--- src/rtl/div_unit.sv ---
// Iterative RV64M divide/remainder unit: radix-2 restoring division on operand
// magnitudes, one quotient bit per cycle, with valid/ready request and result handshakes.
module div_unit #(
  parameter int XLEN = 64
) (
  input  logic            clk,
  input  logic            resetn,
  input  logic            flush,
  input  logic            div_valid,
  output logic            div_ready,
  input  logic [2:0]      div_op,
  input  logic [XLEN-1:0] div_src1,
  input  logic [XLEN-1:0] div_src2,
  output logic            result_valid,
  input  logic            result_ready,
  output logic [XLEN-1:0] result
);

  localparam int HALF = XLEN / 2;
  localparam int CW   = $clog2(XLEN) + 1;

  typedef enum logic [1:0] {IDLE, CALC, DONE} state_t;

  state_t          state;
  logic [CW-1:0]   count;
  logic [XLEN-1:0] rem_q;
  logic [XLEN-1:0] quo_q;
  logic [XLEN-1:0] dvsr_q;
  logic            rem_op_q, word_q, q_sign_q, r_sign_q;

  // Request decode, evaluated only on the accept edge.
  logic            is_rem, is_uns, is_word;
  logic [XLEN-1:0] a1, a2, mag1, mag2, most_neg, src1_sx, special_res;
  logic            s1, s2, div_zero, ovf, accept;

  // NOTE: every always_comb output gets a default first so no path can infer a latch.
  always_comb begin
    is_rem   = div_op[0];
    is_uns   = div_op[1];
    is_word  = div_op[2];
    src1_sx  = {{HALF{div_src1[HALF-1]}}, div_src1[HALF-1:0]};
    a1       = is_word ? {{HALF{div_src1[HALF-1] & ~is_uns}}, div_src1[HALF-1:0]} : div_src1;
    a2       = is_word ? {{HALF{div_src2[HALF-1] & ~is_uns}}, div_src2[HALF-1:0]} : div_src2;
    s1       = ~is_uns & a1[XLEN-1];
    s2       = ~is_uns & a2[XLEN-1];
    mag1     = s1 ? -a1 : a1;
    mag2     = s2 ? -a2 : a2;
    most_neg = is_word ? {{(HALF+1){1'b1}}, {(HALF-1){1'b0}}}
                       : {1'b1, {(XLEN-1){1'b0}}};
    div_zero = (a2 == '0);
    ovf      = ~is_uns & (a1 == most_neg) & (&a2);
    if (div_zero) special_res = is_rem ? (is_word ? src1_sx : div_src1) : '1;
    else          special_res = is_rem ? '0 : a1;
    accept   = div_valid & (state == IDLE) & ~flush;
  end

  // One restoring step: trial needs one extra bit since 2*rem+1 can exceed XLEN bits.
  logic [XLEN:0]   trial, diff;
  logic            ge;
  logic [XLEN-1:0] rem_n, quo_n, q_fix, r_fix, pick, final_res;

  always_comb begin
    trial     = {rem_q, quo_q[XLEN-1]};
    diff      = trial - {1'b0, dvsr_q};
    ge        = ~diff[XLEN];
    rem_n     = ge ? diff[XLEN-1:0] : trial[XLEN-1:0];
    quo_n     = {quo_q[XLEN-2:0], ge};
    q_fix     = q_sign_q ? -quo_n : quo_n;
    r_fix     = r_sign_q ? -rem_n : rem_n;
    pick      = rem_op_q ? r_fix : q_fix;
    final_res = word_q ? {{HALF{pick[HALF-1]}}, pick[HALF-1:0]} : pick;
  end

  assign div_ready = (state == IDLE);

  // NOTE: sequential state uses non-blocking assignments so all registers update together.
  always_ff @(posedge clk or negedge resetn) begin
    if (!resetn) begin
      state        <= IDLE;
      count        <= '0;
      rem_q        <= '0;
      quo_q        <= '0;
      dvsr_q       <= '0;
      rem_op_q     <= 1'b0;
      word_q       <= 1'b0;
      q_sign_q     <= 1'b0;
      r_sign_q     <= 1'b0;
      result       <= '0;
      result_valid <= 1'b0;
    end else if (flush) begin
      state        <= IDLE;
      count        <= '0;
      result_valid <= 1'b0;
    end else begin
      case (state)
        IDLE: begin
          if (accept) begin
            rem_op_q <= is_rem;
            word_q   <= is_word;
            q_sign_q <= s1 ^ s2;
            r_sign_q <= s1;
            dvsr_q   <= mag2;
            rem_q    <= '0;
            // Word magnitudes sit in the upper half so the MSB shifts out first.
            quo_q    <= is_word ? {mag1[HALF-1:0], {HALF{1'b0}}} : mag1;
            if (div_zero || ovf) begin
              result <= special_res;
              count  <= '0;
              state  <= DONE;
            end else begin
              count  <= is_word ? CW'(HALF) : CW'(XLEN);
              state  <= CALC;
            end
          end
        end
        CALC: begin
          rem_q <= rem_n;
          quo_q <= quo_n;
          count <= count - 1'b1;
          if (count == CW'(1)) begin
            result       <= final_res;
            result_valid <= 1'b1;
            state        <= DONE;
          end
        end
        DONE: begin
          // Special cases arrive here with result_valid still low; raise it one edge later.
          if (!result_valid) begin
            result_valid <= 1'b1;
          end else if (result_ready) begin
            result_valid <= 1'b0;
            state        <= IDLE;
          end
        end
        default: state <= IDLE;
      endcase
    end
  end

endmodule

--- config.mk ---
export PLATFORM = sky130hd
export DESIGN_NAME = div_unit
export DESIGN_NICKNAME = d
export VERILOG_FILES = /design/src/rtl/div_unit.sv
export SDC_FILE = /design/constraint.sdc
export NUM_CORES = 1
export LEC_CHECK = 0
export CELL_PAD_IN_SITES_DETAIL_PLACEMENT = 1
export CELL_PAD_IN_SITES_GLOBAL_PLACEMENT = 1
export CORE_ASPECT_RATIO = 0.9
export CORE_MARGIN = 2
export CORE_UTILIZATION = 40
export CTS_CLUSTER_DIAMETER = 40
export DETAILED_ROUTE_END_ITERATION = 6
export DONT_BUFFER_PORTS = 1
export PLACE_DENSITY = 0.76
export SYNTH_ARGS = -nofsm -noshare
export SYNTH_HDL_FRONTEND = slang
export SYNTH_SLANG_ARGS = --single-unit
--- constraint.sdc ---
create_clock -name clk -period 15.05 [get_ports clk]
set_clock_uncertainty 0.2 [all_clocks]
set_input_delay 3.7625 -clock clk [delete_from_list [all_inputs] [get_ports clk]]
set_output_delay 3.7625 -clock clk [all_outputs]
set_load 0.05 [all_outputs]
== Word level (Yosys, flattened, before mapping) ==
Index checks and enable logic that the tools add are counted.

* $add $sub $neg: 6
* Eq/ne operators: 11
* Mux-type cells: 40
* Bitwise logic cells: 12
* Reductions and logical operators: 13

{| class="wikitable"
|+ Operators by type and width
! kind !! count
|-
| two-way mux 64 bit || 19
|-
| one-hot mux 64 bit (2 select lines) || 3
|-
| negation 64 bit || 4
|-
| subtractor 65 x 64 -> 65 bit || 1
|-
| == test 64 bit || 1
|-
| logical NOT 64 bit || 1
|-
| AND reduction 64 bit || 1
|-
| two-way mux 63 bit || 1
|-
| two-way mux 7 bit || 4
|-
| one-hot mux 7 bit (2 select lines) || 1
|-
| two-way mux 2 bit || 6
|-
| != test 3 bit (second input constant) || 3
|-
| AND 1 bit || 8
|-
| == test 7 x 1 -> 1 bit (second input constant) || 1
|-
| subtractor 7 x 1 -> 7 bit (second input constant) || 1
|-
| one-hot mux 2 bit (3 select lines) || 1
|-
| AND reduction 3 bit || 2
|-
| nonzero test 3 bit || 2
|-
| AND reduction 5 bit || 1
|-
| two-way mux 1 bit || 4
|-
| != test 2 x 1 -> 1 bit (second input constant) || 2
|-
| AND reduction 2 bit || 2
|-
| AND reduction 4 bit || 1
|-
| != test 3 x 2 -> 1 bit (second input constant) || 1
|-
| 9 further kinds || 11
|}

* Bits in registers: 270
* Input port bits: 136
* Output and inout bits: 66

== Logic depth before layout (Yosys ltp) ==
Gate-level depths: netlist (run 1).

* Depth in word-level cells: 11
* Mapped depth: 29

== Least setup slack after synthesis (run 1) ==
No wires, ideal clock.

* Path type: input port to flip-flop
* Start point: in div_src2[18]
* End point: reg result[45]
* Arrival: 6.918 ns
* Required time: 14.715 ns
* Setup slack: 7.798 ns
* Cell stages on the path: 14
* Buffers on the path: 3
* Cells stage by stage: or4_1 -> nor4_2 -> nand2b_1 -> or2_2 -> nor4_2 -> and4bb_2 -> a41o_1 -> mux2i_1 -> or4_1 -> clkbuf_8 -> clkbuf_8 -> clkbuf_1 -> a22oi_1 -> o31ai_1

* Cells in the longest elaborated chain, start to end: 6

{| class="wikitable"
|+ Ends and longest elaborated chain
! element !! RTL line !! text
|-
| start: declaration || 13 || <nowiki>input logic [XLEN-1:0] div_src2,</nowiki>
|-
| two-way mux 64 bit * || 43 || <nowiki>a2 = is_word ? {{HALF{div_src2[HALF-1] & ~is_uns}}, div_src2[HALF-1:0]} : div_src2;</nowiki>
|-
| logical NOT 64 bit or AND reduction 64 bit (tied branches) || 50, 51 ||
|-
| two-way mux 64 bit or AND 1 bit (tied branches) || 52, 51 ||
|-
| two-way mux 64 bit or logical OR 1 bit (tied branches) || 106 || <nowiki>if (div_zero || ovf) begin</nowiki>
|-
| two-way mux 64 bit or != test 2 x 1 -> 1 bit (tied branches) || n/a ||
|-
| one-hot mux 64 bit (2 select lines) or AND reduction 5 bit (tied branches) || n/a ||
|-
| end signal: assignment || 107 || <nowiki>result <= special_res;</nowiki>
|-
| end signal: assignment || 121 || <nowiki>result <= final_res;</nowiki>
|-
| end: declaration || 16 || <nowiki>output logic [XLEN-1:0] result</nowiki>
|}

Mark *: on every way between the ends. The rest lies on a longest branch, timed or not. The select of a mux whose other input is x is not followed.
A chain may end at the register's enable or synchronous reset.

== Final worst setup path (run 1) ==
* Start point: in div_src2[4]
* End point: reg result[10]

The elaborated chain is that of the path after synthesis.

==> results by group, run 1 <==
Power
  • Leakage: between 10 and 15 nW
  • Peak supply drop: 93.2 µV
  • Power per Cell Area: 145 nW/µm²

Clocking
  • Clk buf depth: 3
  • Hold_buf cts: 0
  • Worst-Skew Late Latency: between 0.6 and 0.7 ns
  • Cts bufs inserted: 67
  • Postcts setup bufs: 0
  • H-tree depth: 3
  • Post-CTS sizing: 0
  • Clock transition at path regs: 0.05 ns
  • TritonCTS clock tree: yes
  • Root Buffer: clkbuf_16
  • Clock sinks: 270

Place
  • Final GP Congestion: 1.02
  • Dpl cell area: 27,100 µm²
  • PortBufs: 0
  • DP Wirelength: ~100 mm

Worst setup path
  • Startpoint Class: primary input
  • CP arrival: between 8 and 9 ns
  • Critical path type: primary input to register
  • Worst path most repeated cell: nand2_1
  • CP max stage delay: 1.14 ns
  • CP max stage cell: nand2_1
  • CP Capture Type: register
  • Critical path cell sequence: or3_1 > nor3b_1 > nand2_1 > or2_1 > nor3_1 > nand2_1 > nor3_1 > nand3_2 > nand2_1 > a21oi_1 > nand2_1 > o21ai_0 > o21ai_0
  • Worst-path maximum fanout: 34
  • Number of buffers and inverters on the critical path: 0
  • Top delay family on crit path: simple AND/OR/NAND/NOR gates
  • CP required: between 15 and 20 ns

Synthesis
  • Number of flops mapped to enable cells by yosys: 0
  • Post-synth top cells: nand2_1, o21ai_0, nor2_1
  • Sequential-to-total area share from yosys stat: 25.2%
  • Post-synth top flop: dfrtp_1
  • Seq cells post-synth: 270
  • Synth unique cells: 121
  • Cells after synthesis: 3,653
  • Mapped cell area: approximately 27,000 µm²
  • Fraction of registers with async set/reset: 100%
  • Synth Area per Inst: 7.33 µm²
  • Ys Warns: 0
  • Top-area cell type share of the netlist area: 25.2%
  • Post-synth net total: 3,861
  • Most frequent cell after synthesis: nand2_1
  • Synth area leader: dfrtp_1
  • Dominant cells by area after synthesis: dfrtp_1, o21ai_0, nand2_1

Drt
  • Vias/cell: 6.76
  • Initial DRC count: 3,674
  • Final WL: between 100 and 150 mm
  • DRC viols: 0
  • Post-DRT Antenna Nets: 0
  • Wire per inst: 29.2 µm
  • Routed via count: 30,000
  • DR pass1 iterations: 6

Die
  • Rows: 89
  • Die Y: 250 µm
  • Core Area: 65,900 µm²
  • Starting Density: 40.6%
  • Die W: 277 µm
  • Io pins: 202
  • DIE AREA: between 60,000 and 70,000 µm²

Flow run
  • Max-cap violations: 0

Layout
  • Final nets: about 3,700
  • Share of layout cells above drive strength 1: roughly 7.1%
  • Post-layout instance area: just under 30,000 µm²
  • Synth-to-layout area growth: 10.0%

Timing
  • Setup tns final: 0 ns
  • Final hold vios: 0
  • Worst-margin pin slew: 1.57 ns
  • Final Setup Violations: 0
  • Minimum hold slack: 0.276 ns
  • Period utilisation layout: 56.5%
  • RSZ-0062 raised after global routing: false
  • Max Clock Freq: 118 MHz
  • Max Slew Vio Count: 103
  • Min cycle time layout: 8.50 ns
  • Max_slew headroom: -4.70%

Outcome
  • Failing checks: slew limit
  • Status: finished with violations

Global routing
  • First-pass GRT wire length: 191 mm
  • Global route overflow: 0
  • Largest net degree at the start of global routing: about 270
  • Number of global-route vias before repair: just under 30,000
  • Gr usage total: 36.2%
  • Initial antenna violation count: 6

Min path
  • Hold Crit Class: register to register
-- flip-flops by register name (all words and copies together) (netlist names) --
name / flops
q_sign_q: 1
quo_q: 64
result: 64
result_valid: 1
rem_q: 64
state: 2
r_sign_q: 1
rem_op_q: 1
word_q: 1
dvsr_q: 64
count: 7
-- metrics by stage --
step                setup slack [ns]  total power, mW  cells  utilization (%)
floorplan                       7.80             2.15   3653                -
global placement                6.23             2.63   4310             41.1
detailed placement              6.07             2.66   4310             41.1
CTS                             6.65             4.22   4433             44.7
global route                    6.22             4.44   4433             44.7
finish                          6.55             4.27   4435             44.7
-- logic make-up after synthesis --
family | share of synthesized area, %
flops | 25.2
xor+xnor | 8.01
mux | 2.80
fa+ha+maj | 3.39
compound gates | 30.2
simple gates | 24.9
buf+inv | 5.51
-- routing by layer --
layer,global-route usage [%],vias up,routed length [µm]
met3,14.8,297,16900
li1,-,13200,-
met2,52.7,1635,54300
met4,14.1,8,5560
met5,0,-,55
met1,47.4,14800,52900
-- layout by cell type (no fill, tap or decap), types with 11 or more instances in the layout --
cell type | synthesis | final
a221oi_1 | 12 | 12
o211ai_1 | 34 | 34
xor2_1 | 119 | 119
a21o_1 | 28 | 28
clkbuf_8 | 6 | 13
o21bai_1 | 12 | 12
xnor2_1 | 126 | 126
a211oi_1 | 83 | 83
and2_1 | 21 | 21
mux2i_1 | 63 | 63
or3_1 | 52 | 51
inv_1 | 100 | 99
o31ai_1 | 88 | 88
ha_1 | 71 | 71
nand2b_1 | 26 | 25
o22ai_1 | 11 | 11
and3_1 | 11 | 11
nor3b_1 | 12 | 12
or4_1 | 34 | 33
o221ai_1 | 17 | 17
a31oi_1 | 35 | 35
dfrtp_1 | 270 | 268
a22o_1 | 11 | 11
nand3_1 | 66 | 66
o21ai_1 | 24 | 24
a22oi_1 | 29 | 29
and4_1 | 18 | 18
nand2_1 | 482 | 482
o21a_1 | 23 | 23
a21oi_1 | 330 | 328
clkbuf_16 | 0 | 69
buf_4 | 1 | 34
nor3_1 | 114 | 113
nor4_1 | 51 | 51
nor2_1 | 344 | 342
nor2b_1 | 22 | 21
o21ai_0 | 366 | 366
nand4_1 | 67 | 67
o41ai_1 | 22 | 22
-- final cells by class --
class	instances	area [µm²]
tap	864	1080
clock inverter	35	453
multi-input combinational	3039	18600
timing repair buffer	34	255
inverter	103	387
fill	8230	36400
antenna	2	5.00
clock buffer	88	1930
sequential	270	6760
-- power by group --
group | total, mW | switching (mW) | internal, mW | leakage [nW]
combinational | 1.46 | 1.00 | 0.453 | 6.93
clock | 1.54 | 0.501 | 1.04 | 1.14
sequential | 1.28 | 0.404 | 0.871 | 3.53
total | 4.27 | 1.91 | 2.36 | 11.6
-- tightest hold or removal path, delay by kind of cell (launching register included) --
family          cells  cell delay, ns
compound gates      1            0.06
flops               1            0.33
simple gates        1            0.05
-- worst paths after layout --
path,slack [ns],cells after the start,from,to
min,0.28,2,dvsr_q[41],dvsr_q[41]
max,6.55,13,div_src2[4],result[10]
min in group asynchronous,2.73,0,resetn,rem_q[63]
max reg2reg,7.67,25,quo_q[63],result[40]
min reg2reg,0.28,2,dvsr_q[41],dvsr_q[41]
max in group asynchronous,10.64,0,resetn,q_sign_q
Note: power is estimated with default switching activity, not from simulation.
==> run 2, diff against run 1 <==
==> constraint.sdc (replaced) <==
create_clock -name clk -period 8.8 [get_ports clk]
set_clock_uncertainty 0.2 [all_clocks]
set_input_delay 2.2 -clock clk [delete_from_list [all_inputs] [get_ports clk]]
set_output_delay 2.2 -clock clk [all_outputs]
set_load 0.05 [all_outputs]
==> results by group, run 2 (synthesized netlist as in run 1, its figures left out) <==
Clocking
  • TritonCTS clock tree: yes
  • Root Buffer: clkbuf_16
  • Clk buf depth: 3
  • Postcts setup bufs: 0
  • Hold_buf cts: 0
  • H-tree depth: 2
  • Worst-Skew Late Latency: 0.62 ns
  • Post-CTS sizing: 0
  • Clock sinks: 270
  • Clock transition at path regs: 0.05 ns
  • Cts bufs inserted: 57

Flow run
  • Max-cap violations: 0

Worst setup path
  • CP arrival: roughly 7.3 ns
  • CP startpoint: rem_q[23]
  • Critical path type: register to register
  • Reg2Reg Setup Slack: ~1.8 ns
  • Worst reg2reg path depth: 16
  • CP max stage delay: 0.79 ns
  • R2r startpoint: rem_q[23]
  • CP max stage cell: mux2i_1
  • Crit path capture: result[61]
  • Worst path most repeated cell: buf_4
  • CP Capture Type: register
  • Startpoint Class: register
  • Reg2reg end: result[61]
  • Worst-path maximum fanout: 61
  • CP required: 9.09 ns
  • Critical path cell sequence: ha_1 > nand4_1 > nor4_1 > nand2_1 > a211oi_2 > o31a_2 > o41ai_4 > buf_4 > nor2_4 > buf_4 > buf_4 > mux2i_1 > nand2_1 > o41ai_1 > mux2_2 > a221o_1

Global routing
  • Initial antenna violation count: 5
  • Global route overflow: 0
  • Largest net degree at the start of global routing: 271
  • First-pass GRT wire length: 192 mm
  • Number of global-route vias before repair: 28,800
  • Gr usage total: between 30% and 40%

Drt
  • Vias/cell: 6.74
  • DRC viols: 0
  • Initial DRC count: 3,605
  • Post-DRT Antenna Nets: 0
  • DR pass1 iterations: 7
  • Final WL: 131 mm
  • Wire per inst: just under 30 µm
  • Routed via count: between 20,000 and 30,000

Power
  • Internal power: 3.71 mW
  • Combinational share of power: 35.4%
  • Clock share of power: 33.0%
  • Part of the power in registers: 31.6%
  • Peak supply drop: 163 µV
  • Switching Fraction: 46.8%
  • Power per Cell Area: 239 nW/µm²
  • Sw power: 3.27 mW
  • Leakage: 11.4 nW

Timing
  • Max Slew Vio Count: 0
  • Final hold vios: 0
  • Min cycle time layout: 6.97 ns
  • Final Setup Violations: 0
  • Period utilisation layout: between 70% and 80%
  • Max Clock Freq: 143 MHz
  • Worst-margin pin slew: 1.41 ns
  • Setup tns final: 0 ns
  • Max_slew headroom: under 10%
  • RSZ-0062 raised after global routing: false

Die
  • Starting Density: 40.6%
  • Die W: around 280 µm
  • Die Y: about 250 µm
  • Rows: 89
  • Core Area: 65,900 µm²
  • Io pins: 202
  • DIE AREA: 69,100 µm²

Place
  • DP Wirelength: 100 mm
  • Dpl cell area: ~27,000 µm²
  • Final GP Congestion: slightly above 1
  • PortBufs: 0

Layout
  • Area of the multi-input gates: between 15,000 and 20,000 µm²
  • Share of layout cells above drive strength 1: under 10%
  • Commonest non-fill, non-tap cell in the layout: nand2_1
  • Most frequent cells in the layout: nand2_1, o21ai_0, nor2_1, a21oi_1, dfrtp_1
  • Post-layout instance area: 29,200 µm²
  • Final nets: around 3,700
  • Final core occ: approximately 44%
  • Sequential cell area: 6760 µm²
  • Synth-to-layout area growth: 8.85%
  • Fillers: 8,251

Outcome
  • Status: finished clean

Min path
  • Hold Crit Class: register to register
  • Hold path cells: 2
-- run 2: changes by cell type in the layout (fill, tap and decap cells not counted), sizes merged --
| cell | before | now |
|---|---|---|
| inv | 107 | 118 |
| clkbuf | 88 | 65 |
| clkinvlp | 10 | 8 |
| clkinv | 13 | 12 |
| diode | 2 | 3 |
| buf | 34 | 35 |
| bufinv | 8 | 6 |
-- run 2: per-stage QoR --
| stage | total power, mW | instances | hold slack (ns) | setup WS (ns) |
|---|---|---|---|---|
| 2_1_floorplan | 3.68 | 3653 | 0.243 | 2.54 |
| 3_3_place_gp | 4.53 | 4310 | 0.261 | 1.87 |
| 3_5_place_dp | 4.57 | 4311 | 0.270 | 1.94 |
| 4_1_cts | 6.89 | 4417 | 0.282 | 2.00 |
| 5_1_grt | 7.25 | 4417 | 0.304 | 1.41 |
| 6_report | 6.98 | 4420 | 0.276 | 1.83 |
-- run 2: worst min-delay path by stage --
stage / start / endpoint / slack [ns]
after global routing: dvsr_q[13] / dvsr_q[13] / 0.30
final: dvsr_q[7] / dvsr_q[7] / 0.28
after floorplan: dvsr_q[57] / dvsr_q[57] / 0.24
after CTS: dvsr_q[32] / dvsr_q[32] / 0.28
after detailed placement: dvsr_q[7] / dvsr_q[7] / 0.27
after global placement: dvsr_q[60] / dvsr_q[60] / 0.26
-- run 2: power groups by stage --
stage,combinational (mW),sequential [mW],clock [mW]
2_1_floorplan,1.68,2.00,0
3_3_place_gp,2.33,2.20,0
3_5_place_dp,2.36,2.21,0
4_1_cts,2.38,2.19,2.31
5_1_grt,2.64,2.23,2.37
6_report,2.47,2.21,2.30
-- run 2: worst max-delay path: cells and delay by family (launching register included) --
kind	cells	cell delay [ns]
compound gates	5	1.47
fa+ha+maj	1	0.53
buf+inv	3	1.52
mux	2	1.19
flops	1	0.48
simple gates	5	1.35
-- run 2: layout make-up --
cell class,instances,area share (%)
Antenna cell,3,0.0257
Multi-Input combinational cell,3039,63.8
Sequential cell,270,23.2
Inverter,103,1.33
Timing Repair Buffer,35,0.970
Tap cell,864,3.71
Clock buffer,65,5.17
Clock inverter,41,1.79
-- run 2: metal layers --
| metal | global-route usage (%) | up-vias | wire [µm] |
|---|---|---|---|
| li1 | - | 13200 | - |
| met1 | 49.1 | 14700 | 54600 |
| met5 | 0 | - | 12 |
| met3 | 11.8 | 292 | 15500 |
| met4 | 12.0 | 2 | 5010 |
| met2 | 54.6 | 1598 | 55400 |
